$ cat config.mk
export PLATFORM = sky130hd
export DESIGN_NAME = fifo_uart_tx_flat
export DESIGN_NICKNAME = d
export VERILOG_FILES = /design/src/rtl/fifo_uart_tx_pkg.sv /design/src/rtl/fifo_uart_tx_if.sv /design/src/rtl/fifo_uart_tx_baud_counter.sv /design/src/rtl/fifo_uart_tx.sv /design/src/flat_wrapper.sv
export SDC_FILE = /design/constraint.sdc
export NUM_CORES = 1
export LEC_CHECK = 0
export ABC_AREA = 0
export CORE_MARGIN = 2
export CORE_UTILIZATION = 48
export CTS_CLUSTER_SIZE = 24
export DETAILED_ROUTE_END_ITERATION = 6
export GPL_TIMING_DRIVEN = 0
export PLACE_DENSITY = 0.75
export SETUP_SLACK_MARGIN = 0.4
export SYNTH_ARGS = -nofsm -noshare
export SYNTH_HDL_FRONTEND = slang
export SYNTH_HIERARCHICAL = 1
export SYNTH_SLANG_ARGS = --single-unit
$ cat constraint.sdc
create_clock -name clk -period 2.4 [get_ports clk]
set_input_delay 0.36 -clock clk [delete_from_list [all_inputs] [get_ports clk]]
set_output_delay 0.36 -clock clk [all_outputs]
set_load 0.1 [all_outputs]
$ cat src/rtl/fifo_uart_tx_pkg.sv
// Shared types and defaults for the FIFO-fed UART transmitter.
package fifo_uart_tx_pkg;

   localparam int DATA_W_DEF = 8;
   localparam int DIV_W_DEF  = 16;

   typedef enum logic [2:0] {
      ST_IDLE,
      ST_POP,
      ST_LOAD,
      ST_START,
      ST_DATA,
      ST_PARITY,
      ST_STOP
   } state_e;

   // Even parity is the XOR of the data bits; odd parity is its inverse.
   function automatic logic calc_parity(input logic [DATA_W_DEF-1:0] d, input logic odd);
      return (^d) ^ odd;
   endfunction

endpackage

$ cat src/rtl/fifo_uart_tx_if.sv
// FIFO read-side handshake between the transmitter (master) and the FIFO (slave).
interface fifo_uart_tx_if import fifo_uart_tx_pkg::*; #(parameter int DATA_W = DATA_W_DEF) ();

   logic              pop_out;
   logic              fifo_empty;
   logic [DATA_W-1:0] fifo_dout;

   modport master (output pop_out, input fifo_empty, input fifo_dout);
   modport slave  (input pop_out, output fifo_empty, output fifo_dout);

endinterface

$ cat src/rtl/fifo_uart_tx_baud_counter.sv
// Loadable bit-period down-counter; o_bit_end marks the last clock of a bit.
module fifo_uart_tx_baud_counter import fifo_uart_tx_pkg::*; #(
   parameter int DIV_W = DIV_W_DEF
) (
   input  logic             clk,
   input  logic             rst,
   input  logic             i_load,
   input  logic [DIV_W-1:0] i_div,
   output logic             o_bit_end
);

   logic [DIV_W-1:0] r_cnt;

   always_ff @(posedge clk or posedge rst) begin
      if (rst)                r_cnt <= '0;
      else if (i_load)        r_cnt <= i_div;
      else if (r_cnt != '0)   r_cnt <= r_cnt - DIV_W'(1);
   end

   assign o_bit_end = (r_cnt == '0);

endmodule

$ cat src/rtl/fifo_uart_tx.sv
// UART transmitter draining a synchronous FIFO: start, 8 data LSB first, optional parity, stop.
module fifo_uart_tx import fifo_uart_tx_pkg::*; #(
   parameter int DATA_W = DATA_W_DEF,
   parameter int DIV_W  = DIV_W_DEF
) (
   input  logic               clk,
   input  logic               rst,
   input  logic               en,
   input  logic [DIV_W-1:0]   baud_div,
   input  logic               parity_en,
   input  logic               parity_odd,
   fifo_uart_tx_if.master     fifo,
   output logic               tx,
   output logic               busy,
   output logic               frame_done
);

   localparam int IDX_W = (DATA_W > 1) ? $clog2(DATA_W) : 1;

   state_e             r_state, w_nxt;
   logic [DATA_W-1:0]  r_shift;
   logic [IDX_W-1:0]   r_idx;
   logic [DIV_W-1:0]   r_div;
   logic               r_pen, r_par;
   logic               r_tx, r_busy, r_done;
   logic               w_bit_end, w_cnt_load, w_tx_nxt, w_pop, w_last_bit, w_more;
   logic [DIV_W-1:0]   w_cnt_val;

   assign w_last_bit = (r_idx == IDX_W'(DATA_W - 1));
   assign w_more     = en && !fifo.fifo_empty;

   // The divisor input is used directly only while loading; later bits reuse the latched copy.
   assign w_cnt_load = (r_state == ST_LOAD) ||
                       (w_bit_end && (r_state == ST_START || r_state == ST_DATA || r_state == ST_PARITY));
   assign w_cnt_val  = (r_state == ST_LOAD) ? baud_div : r_div;

   fifo_uart_tx_baud_counter #(.DIV_W(DIV_W)) u_baud (
      .clk       (clk),
      .rst       (rst),
      .i_load    (w_cnt_load),
      .i_div     (w_cnt_val),
      .o_bit_end (w_bit_end)
   );

   always_ff @(posedge clk or posedge rst) begin
      if (rst) r_state <= ST_IDLE;
      else     r_state <= w_nxt;
   end

   always_comb begin
      w_nxt = r_state;
      unique case (r_state)
         ST_IDLE:   if (w_more) w_nxt = ST_POP;
         ST_POP:    w_nxt = ST_LOAD;
         ST_LOAD:   w_nxt = ST_START;
         ST_START:  if (w_bit_end) w_nxt = ST_DATA;
         ST_DATA:   if (w_bit_end && w_last_bit) w_nxt = r_pen ? ST_PARITY : ST_STOP;
         ST_PARITY: if (w_bit_end) w_nxt = ST_STOP;
         ST_STOP:   if (w_bit_end) w_nxt = w_more ? ST_POP : ST_IDLE;
         default:   w_nxt = ST_IDLE;
      endcase
   end

   always_comb begin
      w_pop    = 1'b0;
      w_tx_nxt = 1'b1;
      unique case (r_state)
         ST_POP:    w_pop    = 1'b1;
         ST_START:  w_tx_nxt = 1'b0;
         ST_DATA:   w_tx_nxt = r_shift[0];
         ST_PARITY: w_tx_nxt = r_par;
         default:   w_tx_nxt = 1'b1;
      endcase
   end

   always_ff @(posedge clk or posedge rst) begin
      if (rst) begin
         r_shift <= '0;
         r_idx   <= '0;
         r_div   <= '0;
         r_pen   <= 1'b0;
         r_par   <= 1'b0;
      end else if (r_state == ST_LOAD) begin
         r_shift <= fifo.fifo_dout;
         r_idx   <= '0;
         r_div   <= baud_div;
         r_pen   <= parity_en;
         r_par   <= calc_parity(DATA_W_DEF'(fifo.fifo_dout), parity_odd);
      end else if (r_state == ST_DATA && w_bit_end) begin
         r_shift <= r_shift >> 1;
         r_idx   <= r_idx + IDX_W'(1);
      end
   end

   // Line and status are registered, so the line trails the state by one clock.
   always_ff @(posedge clk or posedge rst) begin
      if (rst) begin
         r_tx   <= 1'b1;
         r_busy <= 1'b0;
         r_done <= 1'b0;
      end else begin
         r_tx   <= w_tx_nxt;
         r_busy <= (w_nxt != ST_IDLE);
         r_done <= (r_state == ST_STOP) && w_bit_end;
      end
   end

   assign fifo.pop_out = w_pop;
   assign tx           = r_tx;
   assign busy         = r_busy;
   assign frame_done   = r_done;

endmodule
$ cat src/flat_wrapper.sv
// flat-port wrapper written by rule: the top's interface ports become plain ports
module fifo_uart_tx_flat import fifo_uart_tx_pkg::*;
#(
   parameter int DATA_W = DATA_W_DEF,
   parameter int DIV_W  = DIV_W_DEF
)
  (clk, rst, en, baud_div, parity_en, parity_odd, tx, busy, frame_done, fifo_pop_out, fifo_fifo_empty, fifo_fifo_dout);
  fifo_uart_tx_if #(.DATA_W(DATA_W)) fifo_i ();
  input  logic clk;
  input  logic rst;
  input  logic en;
  input  logic [DIV_W-1:0] baud_div;
  input  logic parity_en;
  input  logic parity_odd;
  output logic tx;
  output logic busy;
  output logic frame_done;
  output wire logic [$bits(fifo_i.pop_out)-1:0] fifo_pop_out;
  input wire logic [$bits(fifo_i.fifo_empty)-1:0] fifo_fifo_empty;
  input wire logic [$bits(fifo_i.fifo_dout)-1:0] fifo_fifo_dout;
  assign fifo_pop_out = fifo_i.pop_out;
  assign fifo_i.fifo_empty = fifo_fifo_empty;
  assign fifo_i.fifo_dout = fifo_fifo_dout;
  fifo_uart_tx #(.DATA_W(DATA_W), .DIV_W(DIV_W)) u_core (.clk(clk), .rst(rst), .en(en), .baud_div(baud_div), .parity_en(parity_en), .parity_odd(parity_odd), .fifo(fifo_i), .tx(tx), .busy(busy), .frame_done(frame_done));
endmodule
==> impl_metrics.yaml <==
cts:
  numCtsBuffers: 5
  clock_sinks: 51
  cts_root_buf: "clkbuf_8"
  tritoncts: "done"
  clkLatencyLatePin_ns: 0.30
  clk_pin_slew_ns: 0.09
  clockBufferDepth: 2
  h-tree-depth: 2
  ctsHoldBuffers: 0
detailed_routing:
  drcViolationCount: 0
  wire_per_inst_um: 16.20
  initialDrtViolationCount: 92
  final_antenna_net_count: 0
  vias_per_cell: 5.491
  vias: 2048
  wl_mm: 6.041
  dr.pass1.iters: 4
finish:
  drive_gt1_frac: 0.3630
  antenna_cells: 0
  final_cell_area_um2: 3700
  fin_nets: 335
  syn_to_final_growth_pct: 40.94
worst_setup_path:
  critPathSlowestCell: "dfrtp_1"
  critPathMaxFanout: 10
  critical_path.cell_chain: "inv_2, ha_4, nor3b_4, nand4b_4, nor2_4, buf_6, nand2_8, o22ai_4, buf_4, clkbuf_8, nand2_1, a21oi_2"
  worstSetupEndpointType: "flip-flop"
  arrival_ns: 2.44
  rr_startpoint: "u_core/u_baud/r_cnt[0]$_DFFE_PP0P_"
  worst-r2r-cell-count: 12
  r2r-end: "u_core/u_baud/r_cnt[8]$_DFFE_PP0P_"
  critical_path_class: "reg2reg"
  slowest_delay_ns: 0.41
  cp.required_ns: 2.63
  r2r_slack_ns: 0.19
  cp-start-kind: "flip-flop"
pwr:
  powerDensity_nw_per_um2: 623.9
  peakVddDrop_mv: 0.4216
  leakage_nw: 1.610
  p_total_mw: 2.308
synthesis:
  synth_top_area_share: 0.4766
  synthFlopType: "dfrtp_1"
  synth_common_cells: "dfrtp_1, nand2_1, mux2_1, xnor2_1, nor2_1"
  ys_seq_area_frac: 0.4867
  synth_edf_count: 0
  ys_ff_latch: 51
  synth.distinct_cells: 52
  synthesis.nets: 265
  async_flop_share: 1.000
  syn_avg_cell_area_um2: 11.31
  postSynthCellCount: 232
  synth_top_area_cell: "dfrtp_1"
  ys_warn_count: 6
  yosys-top-cells-area: "dfrtp_1, mux2_1, xnor2_1"
  synth_most_common_cell: "dfrtp_1"
  syn_area_um2: 2625
run:
  max_cap_violations: 0
placement:
  dpl-instance-area_um2: 3152
  place.gp.congestion: 0.8582
  dp_hpwl_mm: 3.575
  post-place-ws_ns: -0.2465
  io_buffers: 33
sta:
  final-max-slew-violation-count: 0
  setup_viol: 0
  fin_skew_ns: 0.004908
  fmax_ghz: 0.4523
  relSlewSlack: 0.3700
  post-route-period-util: 0.9212
  tightest_slew_ns: 0.9488
  hold_viol: 0
  rsz0062_at_grt: "yes"
  post-route-min-period_ns: 2.211
  hold_ws_ns: 0.4918
  worst_slack_ns: 0.1892
die:
  die_height_um: 77.95
  num_rows: 26
  core_um2: 5205
  die_w_um: 77.95
  start_util: 0.5043
  ios: 34
  die_area_um2: 6076
global_route:
  grt_usage: 0.1989
  grt_max_degree: 36
  grt_pass1_wl_mm: 9.604
  overflow: 0
  grt_pass1_vias: 2039
  antenna_found_initial: 0
outcome:
  outcome: "complete, no violations"
hold_path:
  hold_class: "in2async"
==> layout make-up <==
| type | count | area (um^2) |
|---|---|---|
| fillers | 362 | 1505 |
| multi-input cells | 160 | 1476 |
| flip-flops and latches | 51 | 1277 |
| repair buffers | 63 | 614.3 |
| plain buffers | 12 | 126.4 |
| well taps | 70 | 87.58 |
| clock buffers | 5 | 68.82 |
| inverters | 9 | 33.78 |
| clock inverters | 3 | 15.01 |
==> cell usage in the layout (no fill, tap or decap), types with 6 or more instances in the layout <==
cell             synthesis  layout
nor2_1                  10       8
dfrtp_1                 50      50
buf_4                    3      19
clkdlybuf4s50_1          0      29
xnor2_1                 15      15
buf_6                    1      13
nand2_1                 26      15
a21oi_2                  0       6
nand2_4                  0       7
o21ai_1                  7       7
mux2_1                  19      18
clkbuf_8                 0       7
==> layer usage <==
| metal | share of wire | global-route usage | up-vias |
|---|---|---|---|
| met3 | 0.042 | 0.04186 | 10 |
| met5 | 0 | 0 | - |
| met4 | 0.014 | 0.05965 | 0 |
| met2 | 0.50 | 0.3155 | 51 |
| li1 | - | - | 962 |
| met1 | 0.44 | 0.2759 | 1025 |
==> critical path: cells and delay by family, from the launching register on <==
family / cells / cell delay (ns)
DFF: 1 / 0.41
AOI/OAI and AO/OA: 2 / 0.35
adders and majority gates: 1 / 0.13
and+or+nand+nor: 5 / 0.69
buffers and inverters: 4 / 0.56
==> worst max path at each step <==
stage	start	endpoint	slack [ns]	depth (start not counted)
final	u_core/u_baud/r_cnt[0]$_DFFE_PP0P_	u_core/u_baud/r_cnt[8]$_DFFE_PP0P_	0.19	12
after CTS	u_core/r_state[1]$_DFF_PP0_	fifo_pop_out	0.21	4
after detailed placement	u_core/u_baud/r_cnt[0]$_DFFE_PP0P_	u_core/r_idx[0]$_DFFE_PP0P_	-0.25	10
after floorplan	u_core/u_baud/r_cnt[0]$_DFFE_PP0P_	u_core/r_idx[0]$_DFFE_PP0P_	0.07	10
after global routing	u_core/u_baud/r_cnt[0]$_DFFE_PP0P_	u_core/u_baud/r_cnt[6]$_DFFE_PP0P_	0.06	12
after global placement	u_core/u_baud/r_cnt[0]$_DFFE_PP0P_	u_core/r_idx[0]$_DFFE_PP0P_	-0.24	10
==> logic make-up (layout without fill, tap and decap cells) <==
logic type / after synthesis / after routing / synth area share
AO/OA/AOI/OAI: 46 / 46 / 0.1220
XOR/XNOR: 18 / 18 / 0.06530
adder cells (fa/ha/maj): 3 / 3 / 0.01430
buffers and inverters: 21 / 92 / 0.03861
flip-flops: 51 / 51 / 0.4867
multiplexers: 26 / 26 / 0.1087
AND/OR/NAND/NOR: 67 / 67 / 0.1644
==> sequential cells by signal (all words and copies together), names as in the netlist <==
name	count
u_core/u_baud/r_cnt	16
u_core/r_state	3
u_core/r_div	16
u_core/r_shift	8
u_core/r_idx	3
u_core/frame_done	1
u_core/busy	1
u_core/tx	1
u_core/r_pen	1
u_core/r_par	1
==> per-stage QoR <==
step	util	std cells	setup TNS, ns
2_1_floorplan	-	232	0
3_3_place_gp	0.6055	335	-1.775
3_5_place_dp	0.6055	335	-2.026
4_1_cts	0.6800	368	0
5_1_grt	0.7108	373	0
6_report	0.7108	373	0
==> report_power, final <==
part	switching [mW]	internal [mW]
clock	0.278	0.200
combinational	0.289	0.383
sequential	0.170	0.987
==> repair_timing <==
action                     CTS  global route
setup buffers               23             5
setup endpoints to repair   34            32
gates cloned                 2             0
gates resized for setup     33            40
hold endpoints to repair     0             0
pin swaps                   13            11
Note: power is estimated with default switching activity, not from simulation.
